==> src/rtl/l80_io_pkg.sv <==
// Shared definitions for the light8080 io port bank: register offsets, edge modes,
// and the io-space address range check.
package l80_io_pkg;

    localparam logic [1:0] OFS_DATA  = 2'd0;
    localparam logic [1:0] OFS_DIR   = 2'd1;
    localparam logic [1:0] OFS_IEN   = 2'd2;
    localparam logic [1:0] OFS_IPEND = 2'd3;

    localparam int EDGE_RISE = 0;
    localparam int EDGE_FALL = 1;
    localparam int EDGE_BOTH = 2;

    function automatic logic addr_in_range(input logic [7:0] addr, input int base,
                                           input int num_ports);
        int a;
        a = {24'd0, addr};
        return (a >= base) && (a < base + 4 * num_ports);
    endfunction

endpackage

==> src/rtl/l80_io_port.sv <==
// One io port slice: DATA/DIR registers, pad synchroniser and, when
// L80_IO_PORT_INTR_EN is defined, edge detection with IEN/IPEND registers.
module l80_io_port
    import l80_io_pkg::*;
#(
    parameter int PORT_W      = 8,
    parameter int SYNC_STAGES = 2,
    parameter int INT_EDGE    = 0
) (
    input  logic              clock,
    input  logic              reset,
    input  logic              wr_en,
    input  logic [1:0]        ofs,
    input  logic [7:0]        wdata,
    input  logic [PORT_W-1:0] pin_in,
    output logic [PORT_W-1:0] pin_out,
    output logic [PORT_W-1:0] pin_oe,
    output logic [7:0]        rdata,
    output logic              irq_req
);

    logic [PORT_W-1:0] sync_q [SYNC_STAGES];
    logic [PORT_W-1:0] pin_sync;
    logic [PORT_W-1:0] out_q;
    logic [PORT_W-1:0] oe_q;
    logic [PORT_W-1:0] ien_rd;
    logic [PORT_W-1:0] ipend_rd;

    always_ff @(posedge clock) begin
        if (reset) begin
            for (int i = 0; i < SYNC_STAGES; i++) sync_q[i] <= '0;
        end else begin
            sync_q[0] <= pin_in;
            for (int i = 1; i < SYNC_STAGES; i++) sync_q[i] <= sync_q[i-1];
        end
    end

    assign pin_sync = sync_q[SYNC_STAGES-1];

    always_ff @(posedge clock) begin
        if (reset) begin
            out_q <= '0;
            oe_q  <= '0;
        end else if (wr_en) begin
            if (ofs == OFS_DATA) out_q <= wdata[PORT_W-1:0];
            if (ofs == OFS_DIR)  oe_q  <= wdata[PORT_W-1:0];
        end
    end

    assign pin_out = out_q;
    assign pin_oe  = oe_q;

`ifdef L80_IO_PORT_INTR_EN
    logic [PORT_W-1:0] dly_q;
    logic [PORT_W-1:0] ien_q;
    logic [PORT_W-1:0] ipend_q;
    logic [PORT_W-1:0] edge_hit;
    logic [PORT_W-1:0] w1c;

    always_comb begin
        edge_hit = pin_sync & ~dly_q;
        case (INT_EDGE)
            EDGE_FALL: edge_hit = ~pin_sync & dly_q;
            EDGE_BOTH: edge_hit = pin_sync ^ dly_q;
            default:   edge_hit = pin_sync & ~dly_q;
        endcase
    end

    assign w1c = (wr_en && ofs == OFS_IPEND) ? wdata[PORT_W-1:0] : '0;

    // A new edge is ORed in after the clear, so it survives a simultaneous W1C.
    always_ff @(posedge clock) begin
        if (reset) begin
            dly_q   <= '0;
            ien_q   <= '0;
            ipend_q <= '0;
        end else begin
            dly_q   <= pin_sync;
            ipend_q <= (ipend_q & ~w1c) | edge_hit;
            if (wr_en && ofs == OFS_IEN) ien_q <= wdata[PORT_W-1:0];
        end
    end

    assign ien_rd   = ien_q;
    assign ipend_rd = ipend_q;
    assign irq_req  = |(ipend_q & ien_q);
`else
    assign ien_rd   = '0;
    assign ipend_rd = '0;
    assign irq_req  = 1'b0;
`endif

    always_comb begin
        rdata = '0;
        case (ofs)
            OFS_DATA:  rdata[PORT_W-1:0] = pin_sync;
            OFS_DIR:   rdata[PORT_W-1:0] = oe_q;
            OFS_IEN:   rdata[PORT_W-1:0] = ien_rd;
            default:   rdata[PORT_W-1:0] = ipend_rd;
        endcase
    end

endmodule

==> src/rtl/l80_io_port_bank.sv <==
// Bank of NUM_PORTS bidirectional io ports on the light8080 io bus.
// Pin edge interrupts are built only when L80_IO_PORT_INTR_EN is defined.
module l80_io_port_bank
    import l80_io_pkg::*;
#(
    parameter int         NUM_PORTS   = 2,
    parameter int         PORT_W      = 8,
    parameter logic [7:0] BASE_ADDR   = 8'h84,
    parameter int         SYNC_STAGES = 2,
    parameter int         INT_EDGE    = 0
) (
    input  logic                        clock,
    input  logic                        reset,
    input  logic [7:0]                  io_addr,
    input  logic                        io_sel,
    input  logic                        io_wr,
    input  logic                        io_rd,
    input  logic [7:0]                  io_din,
    output logic [7:0]                  io_dout,
    output logic                        io_hit,
    input  logic [NUM_PORTS*PORT_W-1:0] pin_in,
    output logic [NUM_PORTS*PORT_W-1:0] pin_out,
    output logic [NUM_PORTS*PORT_W-1:0] pin_oe,
    output logic                        irq
);

    if ({24'd0, BASE_ADDR} + 4 * NUM_PORTS > 256) begin : g_range_err
        $error("l80_io_port_bank: BASE_ADDR + 4*NUM_PORTS exceeds the io space");
    end

    // Bus handshake: io_sel qualifies io_wr/io_rd; each strobe is acted on at the
    // single clock edge where it is high, with no wait states or backpressure.
    logic       sel_hit;
    logic [7:0] rel_addr;
    logic [5:0] port_idx;
    logic [1:0] reg_ofs;
    logic [7:0] rd_mux;
    logic [7:0] port_rdata [NUM_PORTS];
    logic [NUM_PORTS-1:0] port_irq;

    assign sel_hit  = io_sel & addr_in_range(io_addr, {24'd0, BASE_ADDR}, NUM_PORTS);
    assign rel_addr = io_addr - BASE_ADDR;
    assign port_idx = rel_addr[7:2];
    assign reg_ofs  = rel_addr[1:0];

    for (genvar p = 0; p < NUM_PORTS; p++) begin : g_port
        logic wr_en;
        assign wr_en = sel_hit & io_wr & (port_idx == 6'(p));

        l80_io_port #(
            .PORT_W      (PORT_W),
            .SYNC_STAGES (SYNC_STAGES),
            .INT_EDGE    (INT_EDGE)
        ) u_port (
            .clock   (clock),
            .reset   (reset),
            .wr_en   (wr_en),
            .ofs     (reg_ofs),
            .wdata   (io_din),
            .pin_in  (pin_in[p*PORT_W +: PORT_W]),
            .pin_out (pin_out[p*PORT_W +: PORT_W]),
            .pin_oe  (pin_oe[p*PORT_W +: PORT_W]),
            .rdata   (port_rdata[p]),
            .irq_req (port_irq[p])
        );
    end

    always_comb begin
        rd_mux = '0;
        for (int p = 0; p < NUM_PORTS; p++) begin
            if (port_idx == 6'(p)) rd_mux = port_rdata[p];
        end
    end

    always_ff @(posedge clock) begin
        if (reset) begin
            io_dout <= '0;
            io_hit  <= 1'b0;
            irq     <= 1'b0;
        end else begin
            io_hit <= sel_hit;
            irq    <= |port_irq;
            if (sel_hit && io_rd) io_dout <= rd_mux;
        end
    end

endmodule

==> config.mk <==
export PLATFORM = sky130hd
export DESIGN_NAME = l80_io_port_bank
export DESIGN_NICKNAME = d
export VERILOG_FILES = /design/src/rtl/l80_io_pkg.sv /design/src/rtl/l80_io_port.sv /design/src/rtl/l80_io_port_bank.sv
export SDC_FILE = /design/constraint.sdc
export NUM_CORES = 1
export LEC_CHECK = 0
export CAP_MARGIN = 20
export CORE_MARGIN = 10
export CORE_UTILIZATION = 44
export CTS_CLUSTER_SIZE = 12
export DETAILED_ROUTE_END_ITERATION = 12
export MAX_ROUTING_LAYER = met4
export PLACE_DENSITY = 0.73
export SYNTH_ARGS = -nofsm -noshare
export SYNTH_HDL_FRONTEND = slang
export SYNTH_HIERARCHICAL = 1
export SYNTH_SLANG_ARGS = --single-unit
==> constraint.sdc <==
create_clock -name clock -period 2.74 [get_ports clock]
set_input_delay 0.274 -clock clock [delete_from_list [all_inputs] [get_ports clock]]
set_output_delay 0.274 -clock clock [all_outputs]
set_load 0.02 [all_outputs]
==> metrics, run 1 <==
run status=completed; yosys warns=6; CTS clk-pin slew, worst paths=0.07 ns; cells resized by post-CTS repair=0; Post-synth EDFFs=0; fmax=roughly 500 MHz; Initial Util=0.4579; total CTS buffers=9; hold buffer count at CTS=0; gr usage total=0.1354; Slew headroom=0.4953; setup slack, reg-to-reg=1.56 ns; Overall Power=0.002001 W; Synth area leaders=dfxtp_1 (47%), mux2i_1 (15%), nand2b_1 (9.5%); CTS root buffer=clkbuf_8; Synth cell types=22; CTS tree=built; Die ar.=10930 um^2; fillers=roughly 600; grt peak-use layer=met2; Post-CTS Setup Bufs=0; Die Wd=104.6 um; final core utilization=0.5973; core box area=6869 um^2; RSZ-0062 raised after global routing=false; post-route setup TNS=0 ns; total grt overflow=0; Post-DP HPWL=~5400 um; Lkg Pwr=1.619 nW; met1 GRT Util=0.1687; CP Launch Type=input port; GPL Wtd Cong=0.7958; final setup vio count=0; final hold vios=0; Post-Syn Nets=339; CP max FO=19; H-tree lvl count=3; Max rail drop VDD=0.2619 mV; register area share after synthesis=0.4710; cell taking the most area after synthesis=dfxtp_1; Power Dens Cells=between 400 and 500 nW/um^2; grt met2 use=0.1920; DR vias/cell=between 4 and 5; hold_sp=reset; Final period util=0.7258; Hold Crit Depth=2; RR Endpoint=io_dout[1]; required time worst endpoint=a little under 3 ns; num rows=30; Vias=2191; maximum clock path buffer count=2; antenna violations before repair=0; cell count after synthesis=302; HP Class=input port to flop; DRT antenna net count=0; worst-margin pin slew=between 0.7 and 0.8 ns; Synth top area share=0.4710; Clock Sink Count=74; FF+latch count, synth=74; skew final=0.006515 ns; # nets final=~410; Area growth syn-to-layout=30.43%; drt drc=0; most numerous cell in the Yosys netlist=dfxtp_1; main flop type after synthesis=dfxtp_1; minimum clock period=1.989 ns; RR Startpoint=g_port[1].u_port/pin_oe[1]; Slew Limit Fails=0; Detailed Route Iter0 Violations=145; Die H=~100 um; WP data arrival=2.22 ns; Syn Area/Cell=10.42 um^2; DR WL/cell=15.23 um; Antenna diodes=0; 1st-pass router iterations=4; crit path kind=input port to flop; synth cell count leaders=dfxtp_1 (74), mux2i_1 (48), nand2b_1 (48), nor2b_1 (41); hold endpoint=g_port[0].u_port/sync_q[0][5]; post-synthesis async set-or-reset flop share=0; final wirelength=slightly above 7000 um; r2r worst-path depth=5; number of max-cap violations=0; fraction of layout cells with a size suffix above 1=0.07979; Setup crit end kind=flop; Synth Cell Area=between 3000 and 4000 um^2; dpl cells=456; vias in the first global route=~2200; io pins=approximately 80; met3 Use GR=0.05037; PortBufs=78; first-pass GRT wire length=11480 um; Layout Cells excl Fill=472; Clk Latency, worst-skew pair=between 0.3 and 0.4 ns; largest net degree at the start of global routing=45
## power by group
part	leakage (nW)	switching, W	internal (W)
Sequential	0.603	0.00000495	0.00110
Combinational	0.930	0.0000671	0.0000900
Clock	0.0851	0.000393	0.000349
Total	1.62	0.000465	0.00154
## metal layers
metal  wire length, um  vias up
met5                 0        -
met4               118        0
met3               457        8
met2              3141       60
met1              3472      999
li1                  -     1124
## placed cells by master, fill, tap and decap left out, types with 4 or more instances in the layout
master,count
nand2b_1,48
clkbuf_8,10
dfxtp_1,74
mux2i_1,48
clkdlybuf4s50_1,77
nor2_1,18
mux2_4,8
nand3b_1,18
nor2b_1,41
buf_4,4
a21oi_1,8
## metrics by stage
step | setup WS, ns | cell area, um^2 | hold slack [ns]
detailed placement | 0.3803 | 3931 | 0.4212
finish | 0.7513 | 4103 | 0.4036
global route | 0.5772 | 4103 | 0.4278
CTS | 0.7517 | 4103 | 0.3974
floorplan | 1.126 | 3146 | 0.4022
global placement | 0.4434 | 3931 | 0.4205
## flip-flops by register name, summed over array words and instances, names as in the netlist
register and flops:
io_dout 8, io_hit 1, g_port.u_port/pin_out 16, irq 1, g_port.u_port/pin_oe 16, g_port.u_port/sync_q 32
## logic make-up (layout without fill, tap and decap cells)
group,after synthesis,count (layout),share of synthesized area
other cells,2,2,0.002388
simple gates,137,137,0.2757
mux,56,56,0.1909
buf+inv,24,98,0.04455
flops,74,74,0.4710
compound gates,8,8,0.01273
xor+xnor,1,1,0.002785
## critical path, stage by stage
cell and delay (ns):
clkdlybuf4s50_1 0.78, xnor2_1 0.13, nand4bb_1 0.56, mux2_4 0.47
## worst max-delay path by stage
stage                    start  cells past startpoint  slack [ns]                     endpoint
detailed placement  io_addr[2]                      4        0.38                   io_dout[0]
floorplan           io_addr[3]                      6        1.13  g_port[1].u_port/pin_out[2]
global route        io_addr[2]                      4        0.58                   io_dout[0]
global placement    io_addr[2]                      4        0.44                   io_dout[2]
CTS                 io_addr[2]                      4        0.75                   io_dout[0]
finish              io_addr[2]                      4        0.75                   io_dout[0]
## cell type report
type / count / area (um^2) / area share
Timing Repair Buffer: 82 / 805.8 / 0.1964
Clock inverter: 5 / 30.03 / 0.007319
Sequential cell: 74 / 1481 / 0.3611
Multi-Input combinational cell: 204 / 1524 / 0.3715
Clock buffer: 11 / 141.4 / 0.03446
Tap cell: 96 / 120.1 / 0.02928
No activity file was read; power rests on OpenSTA's default activity.
==> inputs of run 2 (changes only) <==
clock period = 2.05 ns   (was 2.74 ns; I/O delays follow)
==> run 2 against run 1 <==
Wire length up 3.0%; register-to-register slack got worse by 0.65 ns; critical path depth increased by 2; sequential power rose by 34%; first-iteration DRC count fell by 54%; worst hold slack got worse by 0.069 ns; non-clock buffer count increased by 12; die area is the same; combinational power up 42%; sequential cell count did not move; setup slack lost 0.48 ns; sequential share of layout area fell by 2.0 points; largest cell class unchanged; highest routed layer unchanged.
==> metrics, run 2 (synthesis results as in run 1) <==
run status=completed (unchanged); required time worst endpoint=2.28 ns (was 2.97 ns); most common cell after layout, fill and taps aside=clkdlybuf4s50_1 (unchanged); Max rail drop VDD=0.4975 mV (was 0.2619 mV); num rows=30 (unchanged); fillers=579 (was 592); Biggest register=g_port.u_port/sync_q (unchanged); Vias=2255 (was 2191); fmax=562.5 MHz; total grt overflow=0 (unchanged); CP Launch Type=input port (unchanged); Reg area=1481 um^2 (unchanged); drt drc=0 (unchanged); Crit path depth=6 (was 4); HP Class=input port to flop (unchanged); cells resized by post-CTS repair=0 (unchanged); CTS tree=built (unchanged); final hold slack=0.3347 ns (was 0.4036 ns); io pins=79 (unchanged); CP max FO=5 (was 19); GPL Wtd Cong=0.7887 (was 0.7958); DR WL/cell=15.33 um (was 15.23 um); hold buffer count at CTS=0 (unchanged); final setup vio count=0 (unchanged); # nets final=420 (was 408); most frequent cells in the layout=clkdlybuf4s50_1 (77), dfxtp_1 (74), mux2i_1 (48), nand2b_1 (48), nor2b_1 (41) (unchanged); max FFs per register=32 (unchanged); Final period util=0.8672; slowest stage delay, CP=0.49 ns (was 0.78 ns); DR vias/cell=4.669 (was 4.642); Clock Sink Count=74 (unchanged); setup ws final=0.2721 ns (was 0.7513 ns); final wirelength=7406 um (was 7189 um); final core utilization=0.6328 (was 0.5973); number of max-cap violations=0 (unchanged); Lkg Pwr=1.754 nW (was 1.619 nW); crit path kind=input port to flop (unchanged); H-tree lvl count=3 (unchanged); Power Dens Cells=758.6 nW/um^2 (was 487.8 nW/um^2); CP delay by family, top=simple AND/OR/NAND/NOR gates (was buffers and inverters); DRT antenna net count=0 (unchanged); multi-input logic area=1524 um^2 (unchanged); Slew Limit Fails=0 (unchanged); Antenna diodes=0 (unchanged); skew final=0.009678 ns (was 0.006515 ns); worst-margin pin slew=0.5493 ns (was 0.7547 ns); total CTS buffers=9 (unchanged); Post-CTS Setup Bufs=0 (unchanged); Area growth syn-to-layout=38.19% (was 30.43%); CP Buf/Inv Count=1 (unchanged); antenna violations before repair=0 (unchanged); Post-DP HPWL=5519 um (was 5357 um); slowest stage cell, crit path=or3b_1 (was clkdlybuf4s50_1); CTS clk-pin slew, worst paths=0.08 ns (was 0.07 ns); Worst Setup EP=g_port[0].u_port/pin_out[3] (was io_dout[0]); minimum clock period=1.778 ns; Die H=104.6 um (unchanged); Slew headroom=0.6338 (was 0.4953); Die ar.=10930 um^2 (unchanged); RR Endpoint=io_dout[0] (was io_dout[1]); r2r worst-path depth=5 (unchanged); final hold vios=0 (unchanged); RR Startpoint=g_port[1].u_port/pin_oe[0] (was g_port[1].u_port/pin_oe[1]); Initial Util=0.4579 (unchanged); Die Wd=104.6 um (unchanged); gr usage total=0.1401 (was 0.1354); largest net degree at the start of global routing=33 (was 45); fraction of layout cells with a size suffix above 1=0.1085 (was 0.07979); vias in the first global route=2399 (was 2177); maximum clock path buffer count=2 (unchanged); CTS root buffer=clkbuf_8 (unchanged); RSZ-0062 raised after global routing=false (unchanged); Clk Latency, worst-skew pair=0.34 ns (was 0.35 ns); setup slack, reg-to-reg=0.91 ns (was 1.56 ns); first-pass GRT wire length=12010 um (was 11480 um); Detailed Route Iter0 Violations=67 (was 145); critical path startpoint=io_addr[5] (was io_addr[2]); 1st-pass router iterations=4 (unchanged); worst slack at placement=-0.09267 ns (was 0.3803 ns); WP data arrival=2.00 ns (was 2.22 ns); PortBufs=78 (unchanged); core box area=6869 um^2 (unchanged); worst-path cell chain=clkdlybuf4s50_1 -> nor3_1 -> nor2b_1 -> and4b_1 -> or3b_1 -> mux2i_1 (was clkdlybuf4s50_1 -> xnor2_1 -> nand4bb_1 -> mux2_4); Setup crit end kind=flop (unchanged)
==> run 2: cell types whose count changed in the layout (fill, tap and decap cells not counted) <==
cell | before | now
buf_12 | 0 | 3
buf_4 | 4 | 13
bufinv_16 | 0 | 5
clkbuf_1 | 1 | 0
clkinv_2 | 3 | 0
clkinvlp_4 | 2 | 0
==> run 2: how the worst min path moves through the flow <==
| stage | start | end | cells after the start |
|---|---|---|---|
| after floorplan | pin_in[0] | g_port[0].u_port/sync_q[0][0] | 1 |
| after global placement | g_port[1].u_port/sync_q[0][5] | g_port[1].u_port/sync_q[0][13] | 1 |
| after detailed placement | g_port[0].u_port/sync_q[0][5] | g_port[0].u_port/sync_q[0][13] | 1 |
| after CTS | reset | g_port[1].u_port/sync_q[0][11] | 2 |
| after global routing | reset | g_port[1].u_port/sync_q[0][12] | 2 |
| final | reset | g_port[1].u_port/sync_q[0][11] | 2 |
==> run 2: report_power, final <==
part           switching (W)  internal [W]
Combinational      0.0000934      0.000130
Clock               0.000519       0.00108
Sequential        0.00000643       0.00147
Total               0.000619       0.00268
==> run 2: layer usage <==
| metal | global-route usage | wire [um] | vias up |
|---|---|---|---|
| met2 | 0.2140 | 3409 | 56 |
| met1 | 0.1671 | 3569 | 1043 |
| li1 | - | - | 1145 |
| met5 | - | 0 | - |
| met3 | 0.03747 | 309 | 11 |
| met4 | 0.06859 | 117 | 0 |
==> run 2: area by class of cell <==
| cell class | instances | share of cell area |
|---|---|---|
| Tap cell | 96 | 0.02763 |
| Multi-Input combinational cell | 204 | 0.3506 |
| Sequential cell | 74 | 0.3408 |
| Clock buffer | 10 | 0.03166 |
| Timing Repair Buffer | 94 | 0.2147 |
| Clock inverter | 5 | 0.03454 |
==> run 2: through the flow <==
stage | setup TNS (ns) | cells | total power, W | cell area (um^2)
finish | 0 | 483 | 0.003297 | 4347
global route | 0 | 483 | 0.003406 | 4347
CTS | 0 | 483 | 0.003328 | 4347
detailed placement | -0.7839 | 468 | 0.001732 | 4059
global placement | -0.3526 | 468 | 0.001730 | 4059
floorplan | 0 | 302 | 0.001623 | 3146
==> inputs of run 3 (changes only) <==
PLACE_DENSITY = unset   (was 0.73)
PLACE_DENSITY_LB_ADDON = 0.08   (was unset)
==> run 3 against run 2 <==
Sequential power hardly changed; core utilization is 2.5 points lower; maximum frequency hardly changed; highest routed layer unchanged; cell count is 1.0% lower.
==> metrics, run 3 (synthesis results as in run 1) <==
run status=completed (unchanged); antenna violations before repair=0 (unchanged); drt drc=0 (unchanged); cells resized by post-CTS repair=0 (unchanged); Post-CTS Setup Bufs=0 (unchanged); WP data arrival=1.99 ns (was 2.00 ns); 1st-pass router iterations=4 (unchanged); most frequent cells in the layout=clkdlybuf4s50_1 (77), dfxtp_1 (74), mux2i_1 (48), nand2b_1 (48), nor2b_1 (41) (unchanged); CP Buf/Inv Count=1 (unchanged); Power Dens Cells=639.9 nW/um^2 (was 758.6 nW/um^2); Vias=2196 (was 2255); required time worst endpoint=2.27 ns (was 2.28 ns); first-pass GRT wire length=11520 um (was 12010 um); Die H=104.6 um (unchanged); fmax=562.9 MHz (was 562.5 MHz); total CTS buffers=9 (unchanged); final wirelength=7200 um (was 7406 um); Biggest register=g_port.u_port/sync_q (unchanged); final hold vios=0 (unchanged); minimum clock period=1.777 ns (was 1.778 ns); Final period util=0.8666 (was 0.8672); Design Area, Final=4178 um^2 (was 4347 um^2); GPL Wtd Cong=0.7641 (was 0.7887); Post-DP HPWL=5148 um (was 5519 um); worst slack at placement=-0.06994 ns (was -0.09267 ns); Detailed Route Iter0 Violations=153 (was 67); Crit path depth=6 (unchanged); crit path kind=input port to flop (unchanged); CTS clk-pin slew, worst paths=0.07 ns (was 0.08 ns); core box area=6869 um^2 (unchanged); Max rail drop VDD=0.3451 mV (was 0.4975 mV); Antenna diodes=0 (unchanged); H-tree lvl count=3 (unchanged); met3 wire length=377 um (was 309 um); Setup crit end kind=flop (unchanged); maximum clock path buffer count=2 (unchanged); DR WL/cell=15.06 um (was 15.33 um); # nets final=415 (was 420); Lkg Pwr=1.667 nW (was 1.754 nW); Clock Sink Count=74 (unchanged); CTS tree=built (unchanged); final setup vio count=0 (unchanged); HP Class=input port to flop (unchanged); RR Startpoint=g_port[1].u_port/pin_oe[0] (unchanged); PortBufs=78 (unchanged); skew final=0.003336 ns (was 0.009678 ns); Die ar.=10930 um^2 (unchanged); Area growth syn-to-layout=32.82% (was 38.19%); critical path startpoint=io_addr[5] (unchanged); slowest stage cell, crit path=or3b_1 (unchanged); CP max FO=5 (unchanged); num rows=30 (unchanged); CTS root buffer=clkbuf_8 (unchanged); Hold Crit Depth=3 (was 2); Clk Latency, worst-skew pair=0.34 ns (about the same); CP delay by family, top=simple AND/OR/NAND/NOR gates (unchanged); largest net degree at the start of global routing=99 (was 33); hold buffer count at CTS=0 (unchanged); io pins=79 (unchanged); met2 routed WL=3311 um (was 3409 um); most common cell after layout, fill and taps aside=clkdlybuf4s50_1 (unchanged); slowest stage delay, CP=0.50 ns (was 0.49 ns); Initial Util=0.4579 (unchanged); M1 wire length=3427 um (was 3569 um); worst-path cell chain=clkdlybuf4s50_1 -> nor3_1 -> nor2b_1 -> and4b_1 -> or3b_1 -> mux2i_1 (unchanged); setup ws final=0.2735 ns (was 0.2721 ns); CP Launch Type=input port (unchanged); max FFs per register=32 (unchanged); total grt overflow=0 (unchanged); gr usage total=0.1337 (was 0.1401); RSZ-0062 raised after global routing=false (unchanged); Die Wd=104.6 um (unchanged); Top Metal Used=met4 (unchanged); fraction of layout cells with a size suffix above 1=0.09686 (was 0.1085); r2r worst-path depth=5 (unchanged); post-route setup TNS=0 ns (unchanged); DRT antenna net count=0 (unchanged); vias in the first global route=2239 (was 2399); hold_sp=reset (unchanged); number of max-cap violations=0 (unchanged); DR vias/cell=4.594 (was 4.669); Slew Limit Fails=0 (unchanged); post-place instance area=4009 um^2 (was 4059 um^2)
## run 3: changes by cell type in the layout (fill, tap and decap cells not counted), sizes merged
cell	before	now
bufinv	5	0
clkinvlp	0	1
buf	17	12
clkinv	0	4
## run 3: power breakdown
group,switching [W],internal [W]
Sequential,0.00000651,0.00147
Clock,0.000520,0.000461
Combinational,0.0000917,0.000127
Total,0.000618,0.00205
## run 3: metrics by stage
stage	hold slack (ns)	cells	total power, W	util
5_1_grt	0.3713	478	0.002802	0.6082
3_5_place_dp	0.4218	463	0.001729	0.5836
2_1_floorplan	0.3332	302	0.001623	-
4_1_cts	0.3508	478	0.002719	0.6082
6_report	0.3739	478	0.002673	0.6082
3_3_place_gp	0.4197	463	0.001727	0.5836
## run 3: final cells by class
type	count	area [um^2]
Multi-Input combinational cell	204	1524
Clock inverter	5	31.28
Fill cell	611	2691
Tap cell	96	120.1
Sequential cell	74	1481
Clock buffer	10	137.6
Timing Repair Buffer	89	883.3
## run 3: worst register-to-register path: stages (launching register included)
cell and delay, ns:
dfxtp_1 0.33, mux2i_1 0.22, nor2_1 0.09, nand3b_1 0.09, a21oi_1 0.08, mux2_4 0.28
## run 3: worst paths after layout
path	to	slack [ns]
max	g_port[0].u_port/pin_out[5]	0.27
min reg2reg	g_port[1].u_port/sync_q[0][10]	0.44
max reg2reg	io_dout[0]	0.86
min	g_port[0].u_port/sync_q[0][5]	0.37
## run 3: routing by layer
metal	GRT usage	up-vias
met5	-	-
met4	0.05666	0
met3	0.04545	7
met2	0.2046	50
met1	0.1565	1003
li1	-	1136
